`src/rtl/ft64_icompressor_if.sv`:
```
// ft64_icompressor_if
//   Handshake bundle for the FT64 instruction compressor.
//   Input stream : i_valid / i_ready / i_instr[47:0]  (one instruction per beat)
//   Output stream: o_valid / o_ready / o_parcel[15:0] (one 16-bit parcel per beat)
//                  plus o_last (final parcel of instruction) and o_cmp
//                  (instruction was compressed).
//   master: the side that supplies instructions and sinks parcels.
//   slave : the compressor itself.
interface ft64_icompressor_if;
  logic        i_valid;
  logic        i_ready;
  logic [47:0] i_instr;
  logic        o_valid;
  logic        o_ready;
  logic [15:0] o_parcel;
  logic        o_last;
  logic        o_cmp;

  modport master (
    output i_valid, i_instr, o_ready,
    input  i_ready, o_valid, o_parcel, o_last, o_cmp
  );

  modport slave (
    input  i_valid, i_instr, o_ready,
    output i_ready, o_valid, o_parcel, o_last, o_cmp
  );
endinterface

```
`src/rtl/ft64_icompressor.sv`:
```
// ft64_icompressor
//   Streaming FT64 instruction compressor. Accepts one instruction per input
//   handshake and emits it as 16-bit parcels, low parcel first. A fixed set of
//   32-bit forms (ADDI, LDI, MOV, SP-relative LW/SW, BRA) is re-encoded into a
//   single compressed parcel; everything else passes through unchanged.
// Ports:
//   clk_i     clock
//   rst_ni    asynchronous active-low reset
//   bus       ft64_icompressor_if.slave (instruction in / parcel out)
//   stat_in   wrapping count of accepted instructions
//   stat_cmp  wrapping count of compressed instructions
module ft64_icompressor #(
  parameter int unsigned CNTW = 16
) (
  input  logic                 clk_i,
  input  logic                 rst_ni,
  ft64_icompressor_if.slave    bus,
  output logic [CNTW-1:0]      stat_in,
  output logic [CNTW-1:0]      stat_cmp
);

  localparam logic [0:0] IDLE = 1'b0;
  localparam logic [0:0] EMIT = 1'b1;

  // Opcode / function encodings of the compressible forms.
  localparam logic [5:0] OP_R2   = 6'h02;
  localparam logic [5:0] OP_ADDI = 6'h04;
  localparam logic [5:0] OP_ORI  = 6'h09;
  localparam logic [5:0] OP_LW   = 6'h20;
  localparam logic [5:0] OP_SW   = 6'h24;
  localparam logic [5:0] OP_BCC  = 6'h30;
  localparam logic [5:0] FN_MOV  = 6'h22;

  logic [0:0]  state;
  logic [47:0] hold;
  logic [1:0]  idx;
  logic [1:0]  lastidx;
  logic        cmp_q;

  // Compressed parcel: c[15:12]=key[4:1], c[11:8]=F[4:1], c[7]=0,
  // c[6]=key[0], c[5]=F[0], c[4:0]=low field.
  function automatic logic [15:0] pack(input logic [4:0] key,
                                       input logic [4:0] f,
                                       input logic [4:0] low);
    return {key[4:1], f[4:1], 1'b0, key[0], f[0], low};
  endfunction

  logic [5:0]  op;
  logic [4:0]  rt, ra;
  logic [13:0] imm;
  logic        imm5ok, memok, braok;
  logic        cok;
  logic [15:0] cpar;
  logic [1:0]  nlast;

  always_comb begin
    op   = bus.i_instr[5:0];
    rt   = bus.i_instr[17:13];
    ra   = bus.i_instr[12:8];
    imm  = bus.i_instr[31:18];
    // A value is the sign-extension of its low k bits when every bit from
    // k-1 upward is identical.
    imm5ok = (imm[13:4] == '0) || (imm[13:4] == '1);
    memok  = (imm[2:0] == 3'd4) && ((imm[13:7] == '0) || (imm[13:7] == '1));
    braok  = (bus.i_instr[31] == bus.i_instr[30]);
    cok    = 1'b0;
    cpar   = '0;
    if (bus.i_instr[7:6] == 2'b10) begin
      if (op == OP_ADDI && rt == ra && ra != 5'd0 && ra != 5'd31 && imm5ok) begin
        cok  = 1'b1;
        cpar = pack(5'b00000, imm[4:0], ra);
      end else if (op == OP_ORI && ra == 5'd0 && rt != 5'd0 && imm5ok) begin
        cok  = 1'b1;
        cpar = pack(5'b00010, imm[4:0], rt);
      end else if (op == OP_R2 && bus.i_instr[31:26] == FN_MOV &&
                   bus.i_instr[25:23] == 3'd7 && bus.i_instr[22:18] == 5'd0) begin
        cok  = 1'b1;
        cpar = pack(5'b00001, rt, ra);
      end else if ((op == OP_LW || op == OP_SW) && ra == 5'd31 && memok) begin
        cok  = 1'b1;
        cpar = pack((op == OP_LW) ? 5'b01011 : 5'b10011, imm[7:3], rt);
      end else if (op == OP_BCC && bus.i_instr[20:18] == 3'd0 &&
                   bus.i_instr[17:8] == 10'd0 && braok) begin
        cok  = 1'b1;
        cpar = pack(5'b01110, bus.i_instr[30:26], bus.i_instr[25:21]);
      end
    end
    // Index of the final parcel for the incoming instruction.
    if (!bus.i_instr[7])           nlast = 2'd0;
    else if (bus.i_instr[6])       nlast = 2'd2;
    else                           nlast = cok ? 2'd0 : 2'd1;
  end

  logic last;
  logic accept;

  always_comb begin
    last          = (idx == lastidx);
    bus.o_valid   = (state == EMIT);
    bus.i_ready   = (state == IDLE) || (bus.o_ready && last);
    accept        = bus.i_valid && bus.i_ready;
    bus.o_last    = (state == EMIT) && last;
    bus.o_cmp     = (state == EMIT) && cmp_q;
    bus.o_parcel  = '0;
    if (state == EMIT) begin
      case (idx)
        2'd0:    bus.o_parcel = hold[15:0];
        2'd1:    bus.o_parcel = hold[31:16];
        default: bus.o_parcel = hold[47:32];
      endcase
    end
  end

  always_ff @(posedge clk_i or negedge rst_ni) begin
    if (!rst_ni) begin
      state    <= IDLE;
      hold     <= '0;
      idx      <= '0;
      lastidx  <= '0;
      cmp_q    <= 1'b0;
      stat_in  <= '0;
      stat_cmp <= '0;
    end else begin
      if (accept) begin
        // A compressed instruction is stored as its single parcel so the
        // output mux is the same for every form.
        hold     <= cok ? {32'd0, cpar} : bus.i_instr;
        cmp_q    <= cok;
        lastidx  <= nlast;
        idx      <= '0;
        state    <= EMIT;
        stat_in  <= stat_in + CNTW'(1);
        if (cok) stat_cmp <= stat_cmp + CNTW'(1);
      end else if (state == EMIT && bus.o_ready) begin
        if (last) begin
          state <= IDLE;
          idx   <= '0;
        end else begin
          idx <= idx + 2'd1;
        end
      end
    end
  end

endmodule

```
`src/flat_wrapper.sv`:
```
// flat-port wrapper written by rule: the top's interface ports become plain ports
module ft64_icompressor_flat 
#(
  parameter int unsigned CNTW = 16
)
  (clk_i, rst_ni, stat_in, stat_cmp, bus_i_valid, bus_i_instr, bus_o_ready, bus_i_ready, bus_o_valid, bus_o_parcel, bus_o_last, bus_o_cmp);
  ft64_icompressor_if bus_i ();
  input  logic clk_i;
  input  logic rst_ni;
  output logic [CNTW-1:0] stat_in;
  output logic [CNTW-1:0] stat_cmp;
  input wire logic [$bits(bus_i.i_valid)-1:0] bus_i_valid;
  input wire logic [$bits(bus_i.i_instr)-1:0] bus_i_instr;
  input wire logic [$bits(bus_i.o_ready)-1:0] bus_o_ready;
  output wire logic [$bits(bus_i.i_ready)-1:0] bus_i_ready;
  output wire logic [$bits(bus_i.o_valid)-1:0] bus_o_valid;
  output wire logic [$bits(bus_i.o_parcel)-1:0] bus_o_parcel;
  output wire logic [$bits(bus_i.o_last)-1:0] bus_o_last;
  output wire logic [$bits(bus_i.o_cmp)-1:0] bus_o_cmp;
  assign bus_i.i_valid = bus_i_valid;
  assign bus_i.i_instr = bus_i_instr;
  assign bus_i.o_ready = bus_o_ready;
  assign bus_i_ready = bus_i.i_ready;
  assign bus_o_valid = bus_i.o_valid;
  assign bus_o_parcel = bus_i.o_parcel;
  assign bus_o_last = bus_i.o_last;
  assign bus_o_cmp = bus_i.o_cmp;
  ft64_icompressor #(.CNTW(CNTW)) u_core (.clk_i(clk_i), .rst_ni(rst_ni), .bus(bus_i), .stat_in(stat_in), .stat_cmp(stat_cmp));
endmodule
```
`config.mk`:
```
export PLATFORM = sky130hd
export DESIGN_NAME = ft64_icompressor_flat
export DESIGN_NICKNAME = d
export VERILOG_FILES = /design/src/rtl/ft64_icompressor_if.sv /design/src/rtl/ft64_icompressor.sv /design/src/flat_wrapper.sv
export SDC_FILE = /design/constraint.sdc
export NUM_CORES = 1
export LEC_CHECK = 0
export BUFFER_PORTS_ARGS = -buffer_cell sky130_fd_sc_hd__clkbuf_2
export CAP_MARGIN = 15
export CORE_MARGIN = 3
export CORE_UTILIZATION = 30
export CTS_CLUSTER_SIZE = 12
export DETAILED_ROUTE_END_ITERATION = 10
export PLACE_DENSITY_LB_ADDON = 0.08
export SLEW_MARGIN = 20
export SYNTH_ARGS = -nofsm -noshare
export SYNTH_HDL_FRONTEND = slang
export SYNTH_SLANG_ARGS = --single-unit
```
`constraint.sdc`:
```
create_clock -name clk_i -period 2.35 [get_ports clk_i]
set_input_delay 0.5875 -clock clk_i [delete_from_list [all_inputs] [get_ports clk_i]]
set_output_delay 0.5875 -clock clk_i [all_outputs]
set_load 0.01 [all_outputs]
```
==> metrics list <==
* Crit path largest cell delay: roughly 0.54 ns
- Across every metal layer, demand over resource in global routing totals 18.9%.
- Share of flip-flops with an asynchronous set or reset after synthesis: 100%
* Total power density per cell area: 878 nW/um^2
- The run finished, with violations left.
- For this design, the CTS-stage hold fixing added 0 buffers.
- Setup repair after global routing could not meet its margin everywhere.
- Buffers placed on the I/O ports in this run total roughly 100.
- The number of max-slew violations in the final report was 0.
* Number of levels the H-tree was split into: 3
- Number of nets with antenna violations after detailed routing: 0
* WP buf/inv: 5
* Layout Cells excl Fill: 935
- Placed Instances: between 800 and 900
- TritonCTS Buffers: 9
- In the routed layout, each cell is associated on average with a via count of 4.94.
- STA classifies the critical path endpoint as a flip-flop.
- After detailed routing, the average wire length per cell comes to 18.1 um.
- Source of the critical timing path: bus_i_instr[9]
- The HPWL after detailed placement is between 10000 and 15000 um.
- Data arrives at the worst endpoint at 2.70 ns.
- Number of distinct library cells after synthesis: between 50 and 60
- Clock-pin slew was measured on the worst setup and hold paths at 0.06 ns.
* Part of the power in registers: 36.5%
- Fraction of final layout cells with drive strength greater than 1: 43.0%
- DR vias: ~4600
- Clock skew: 0.00727 ns
- Once the floorplan was initialized, standard cells occupied 30.8% of the core.
* Post-synth EDFFs: 0
- The routed design could run at a clock period as short as approximately 2.4 ns.
* Final count of negative-setup-slack endpoints: 36
- Most frequent CP cell: sky130_fd_sc_hd__buf_12
- Detailed-route DRC error count: 0
* Syn Nets: 591
- Count of clock tree sinks: 86
- On the critical path, the stage with the largest delay is an instance of sky130_fd_sc_hd__or4_4.
- The worst hold path belongs to the class in -> async.
- Across the run, the number of max-cap violations was 0.
- Number of inserted filler cells in the final layout: 1508
* Period utilization: 103%
- DR pass1 iterations: 5
* Tightest Pin Transition: 0.669 ns
- Worst supply voltage drop on vdd: 0.395 mV
- The first routing iteration left 283 violations.
- In this run the clock root is driven by a sky130_fd_sc_hd__clkbuf_16.
* Switching share of power: between 30% and 40%
- Relative to the synthesized area, the layout overhead comes to 52.1%.
- Measured against its own limit, the worst slew margin works out to a little under three fifths.
- Number of antenna violations at the first check in global routing: 0
* Register bit total from synthesis: 86
- Netlist area before placement: 4690 um^2
* Die outline width: ~130 um
* Switching power summed over all nets: 2.45 mW
- The completed layout was analyzed and its total power is 6.27 mW.
* Most used routing layer: met1
- The floorplan step set the die height to roughly 130 um.
- STA puts the critical path data required time at about 2.6 ns.
* Global-route wire length before repair: between 20000 and 25000 um
- In the post-route analysis, the smallest setup slack over all paths is -0.0700 ns.
- Number of top-level pins: between 100 and 150
- The floorplan step defined a core boundary enclosing 15300 um^2.
* Kind of start point of the critical path: primary input
* # nets final: 780
- Walking the worst path, the cells encountered are buf_6 -> or4_4 -> mux2_4 -> nand4_1 -> buf_4 -> a21oi_4 -> o21bai_4 -> buf_12 -> buf_12 -> buf_12 -> nand3_2 -> nand3_2.
* Largest net degree at the start of global routing: 56
- Reported leakage power: 3.52 nW
- Instance count of the mapped netlist: 532
- Path type of the worst setup path: in -> reg
- Summed over all layers, the routed wires come to 16900 um.
- Failing checks: setup timing
- For the worst-skew pair, the clock arrives at the later sink with an insertion delay of 0.34 ns.
- The die covers 17200 um^2.
- Peak fanout along the critical path: 6
* Clock tree from TritonCTS: built
- The final hold violation count came to 0.
- The internal portion of the total power is 3.82 mW.
* Leading register cell type out of synthesis: sky130_fd_sc_hd__dfrtp_1
* Met2 GRT Util: around 28%
* Syn_area_per_cell: 8.82 um^2
* Buffers from clock root to sink, at most: 2
- Syn. warnings: 0
- In this run the critical register-to-register path is launched from u_core.idx[0]$_DFFE_PN0P_.
- The via count of the first global-routing pass was 4447.
- Derived from the worst setup path, the maximum achievable clock frequency is 413 MHz.
- Global routing consumed, on the met3 layer, 3.20% of the routing resources.
- Family with the most delay on the worst path: simple AND/OR/NAND/NOR gates
- Routability-driven placement finished with a final weighted congestion of about 0.9.
- Part of the power in combinational logic: 42.8%
* Sequential area share after synthesis: a little under half
- Congestion Overflow GR: 0
* Part of the power in the clock network: 20.6%
* Placement row count: between 40 and 50
* # diodes: 0
- For met1 alone, demand over resource in global routing was between 20% and 30%.
## path summary, 6_finish.rpt
kind	endpoint	slack [ns]	cells past startpoint
worst min register to register	u_core.stat_in[15]$_DFFE_PN0P_	0.47	1
worst max register to register	u_core.stat_cmp[12]$_DFFE_PN0P_	0.05	11
worst max-delay path	u_core.hold[8]$_DFFE_PN0P_	-0.07	12
worst min-delay path	u_core.stat_in[9]$_DFFE_PN0P_	0.24	1
max in group asynchronous	u_core.hold[44]$_DFFE_PN0P_	1.46	2
min in group clk_i	u_core.hold[33]$_DFFE_PN0P_	0.45	3
## cells in the final DEF (no fill, tap or decap), types with 6 or more instances in the layout
cell type,netlist,routed
sky130_fd_sc_hd__clkbuf_16,0,13
sky130_fd_sc_hd__nand3_1,57,16
sky130_fd_sc_hd__xnor2_1,15,14
sky130_fd_sc_hd__buf_4,0,83
sky130_fd_sc_hd__nand2_1,126,122
sky130_fd_sc_hd__nor2_1,22,18
sky130_fd_sc_hd__a21boi_1,0,10
sky130_fd_sc_hd__and2_1,11,10
sky130_fd_sc_hd__buf_6,1,14
sky130_fd_sc_hd__nor3_1,15,9
sky130_fd_sc_hd__buf_12,0,9
sky130_fd_sc_hd__dfrtp_1,86,86
sky130_fd_sc_hd__clkbuf_2,0,87
sky130_fd_sc_hd__xor2_1,22,22
sky130_fd_sc_hd__a21oi_1,9,7
sky130_fd_sc_hd__nand4_1,9,9
sky130_fd_sc_hd__nand3_2,0,39
sky130_fd_sc_hd__and3_1,10,9
sky130_fd_sc_hd__buf_2,6,12
sky130_fd_sc_hd__a22oi_1,17,15
sky130_fd_sc_hd__inv_1,10,6
## repair_timing
action	4_1_cts	5_1_grt
buffers inserted	6	13
pin swaps	4	83
gates resized for setup	26	111
endpoints found under the setup margin	28	72
gates cloned	0	5
## kinds of logic after synthesis
kind of cell / after synthesis / synth area share [%]
AOI/OAI and AO/OA: 85 / 13.4
DFF: 86 / 45.9
adders and majority gates: 7 / 1.87
muxes: 3 / 0.667
xor gates and xnor gates: 37 / 6.91
buffers and inverters: 42 / 3.68
and+or+nand+nor: 272 / 27.6
## sequential cells by signal, summed over array words and instances (netlist names)
| signal | flops |
|---|---|
| u_core.stat_in | 16 |
| u_core.bus.o_valid | 1 |
| u_core.stat_cmp | 16 |
| u_core.lastidx | 2 |
| u_core.hold | 48 |
| u_core.idx | 2 |
| u_core.cmp_q | 1 |
## power groups by stage
stage / combinational, mW / sequential (mW) / clock, mW
final: 2.68 / 2.29 / 1.29
after global routing: 3.00 / 2.36 / 1.38
after CTS: 2.50 / 2.28 / 1.33
after detailed placement: 2.40 / 2.31 / 0
after global placement: 2.38 / 2.29 / 0
after floorplan: 1.41 / 2.22 / 0
## metrics by stage
stage                     hold slack, ns  worst slack (ns)  util (%)  area [um^2]  TNS, ns
after floorplan                    0.292            -0.151         -         4750    -2.53
after global placement             0.450            -0.442      39.9         6080   -18.24
after detailed placement           0.457            -0.459      39.9         6080   -18.55
after CTS                          0.261           -0.0625      42.4         6460   -0.369
after global routing               0.284           -0.0945      46.8         7140    -1.67
final                              0.243           -0.0700      46.8         7140    -1.05
## cell usage after synthesis, types with 6 or more instances
cell / n / area [um^2]
sky130_fd_sc_hd__a21oi_1: 9 / 45.0
sky130_fd_sc_hd__o21ai_0: 10 / 50.1
sky130_fd_sc_hd__clkbuf_1: 21 / 78.8
sky130_fd_sc_hd__a21boi_0: 16 / 120
sky130_fd_sc_hd__nand3_1: 57 / 285
sky130_fd_sc_hd__and2_1: 11 / 68.8
sky130_fd_sc_hd__nor2_1: 22 / 82.6
sky130_fd_sc_hd__nand2_1: 126 / 473
sky130_fd_sc_hd__nand4_1: 9 / 56.3
sky130_fd_sc_hd__inv_1: 10 / 37.5
sky130_fd_sc_hd__xor2_1: 22 / 193
sky130_fd_sc_hd__buf_2: 6 / 30.0
sky130_fd_sc_hd__ha_1: 7 / 87.6
sky130_fd_sc_hd__xnor2_1: 15 / 131
sky130_fd_sc_hd__nor3_1: 15 / 75.1
sky130_fd_sc_hd__dfrtp_1: 86 / 2150
sky130_fd_sc_hd__and3_1: 10 / 62.6
sky130_fd_sc_hd__a22oi_1: 17 / 128
## worst reg2reg max path: cells and delay by family (launching register included)
kind	cells	cell delay, ns
and+or+nand+nor	3	0.57
buffers and inverters	4	0.61
xor gates and xnor gates	2	0.26
AOI/OAI and AO/OA	2	0.33
DFF	1	0.43
## cell type report
class                      instances  area (um^2)  share of cell area, %
multi-input combinational        404         2840                   39.8
sequential                        86         2150                   30.2
timing repair buffer             210         1580                   22.2
tap                              211          264                   3.70
clock buffer                      10          229                   3.21
inverter                          10         42.5                  0.596
clock inverter                     4         26.3                  0.368
## routing by layer
layer	wire length [um]	vias to the layer above
met4	171	0
li1	-	2252
met2	7800	107
met1	8250	2247
met3	711	11
met5	0	-
Power figures use the tool's default switching activity.
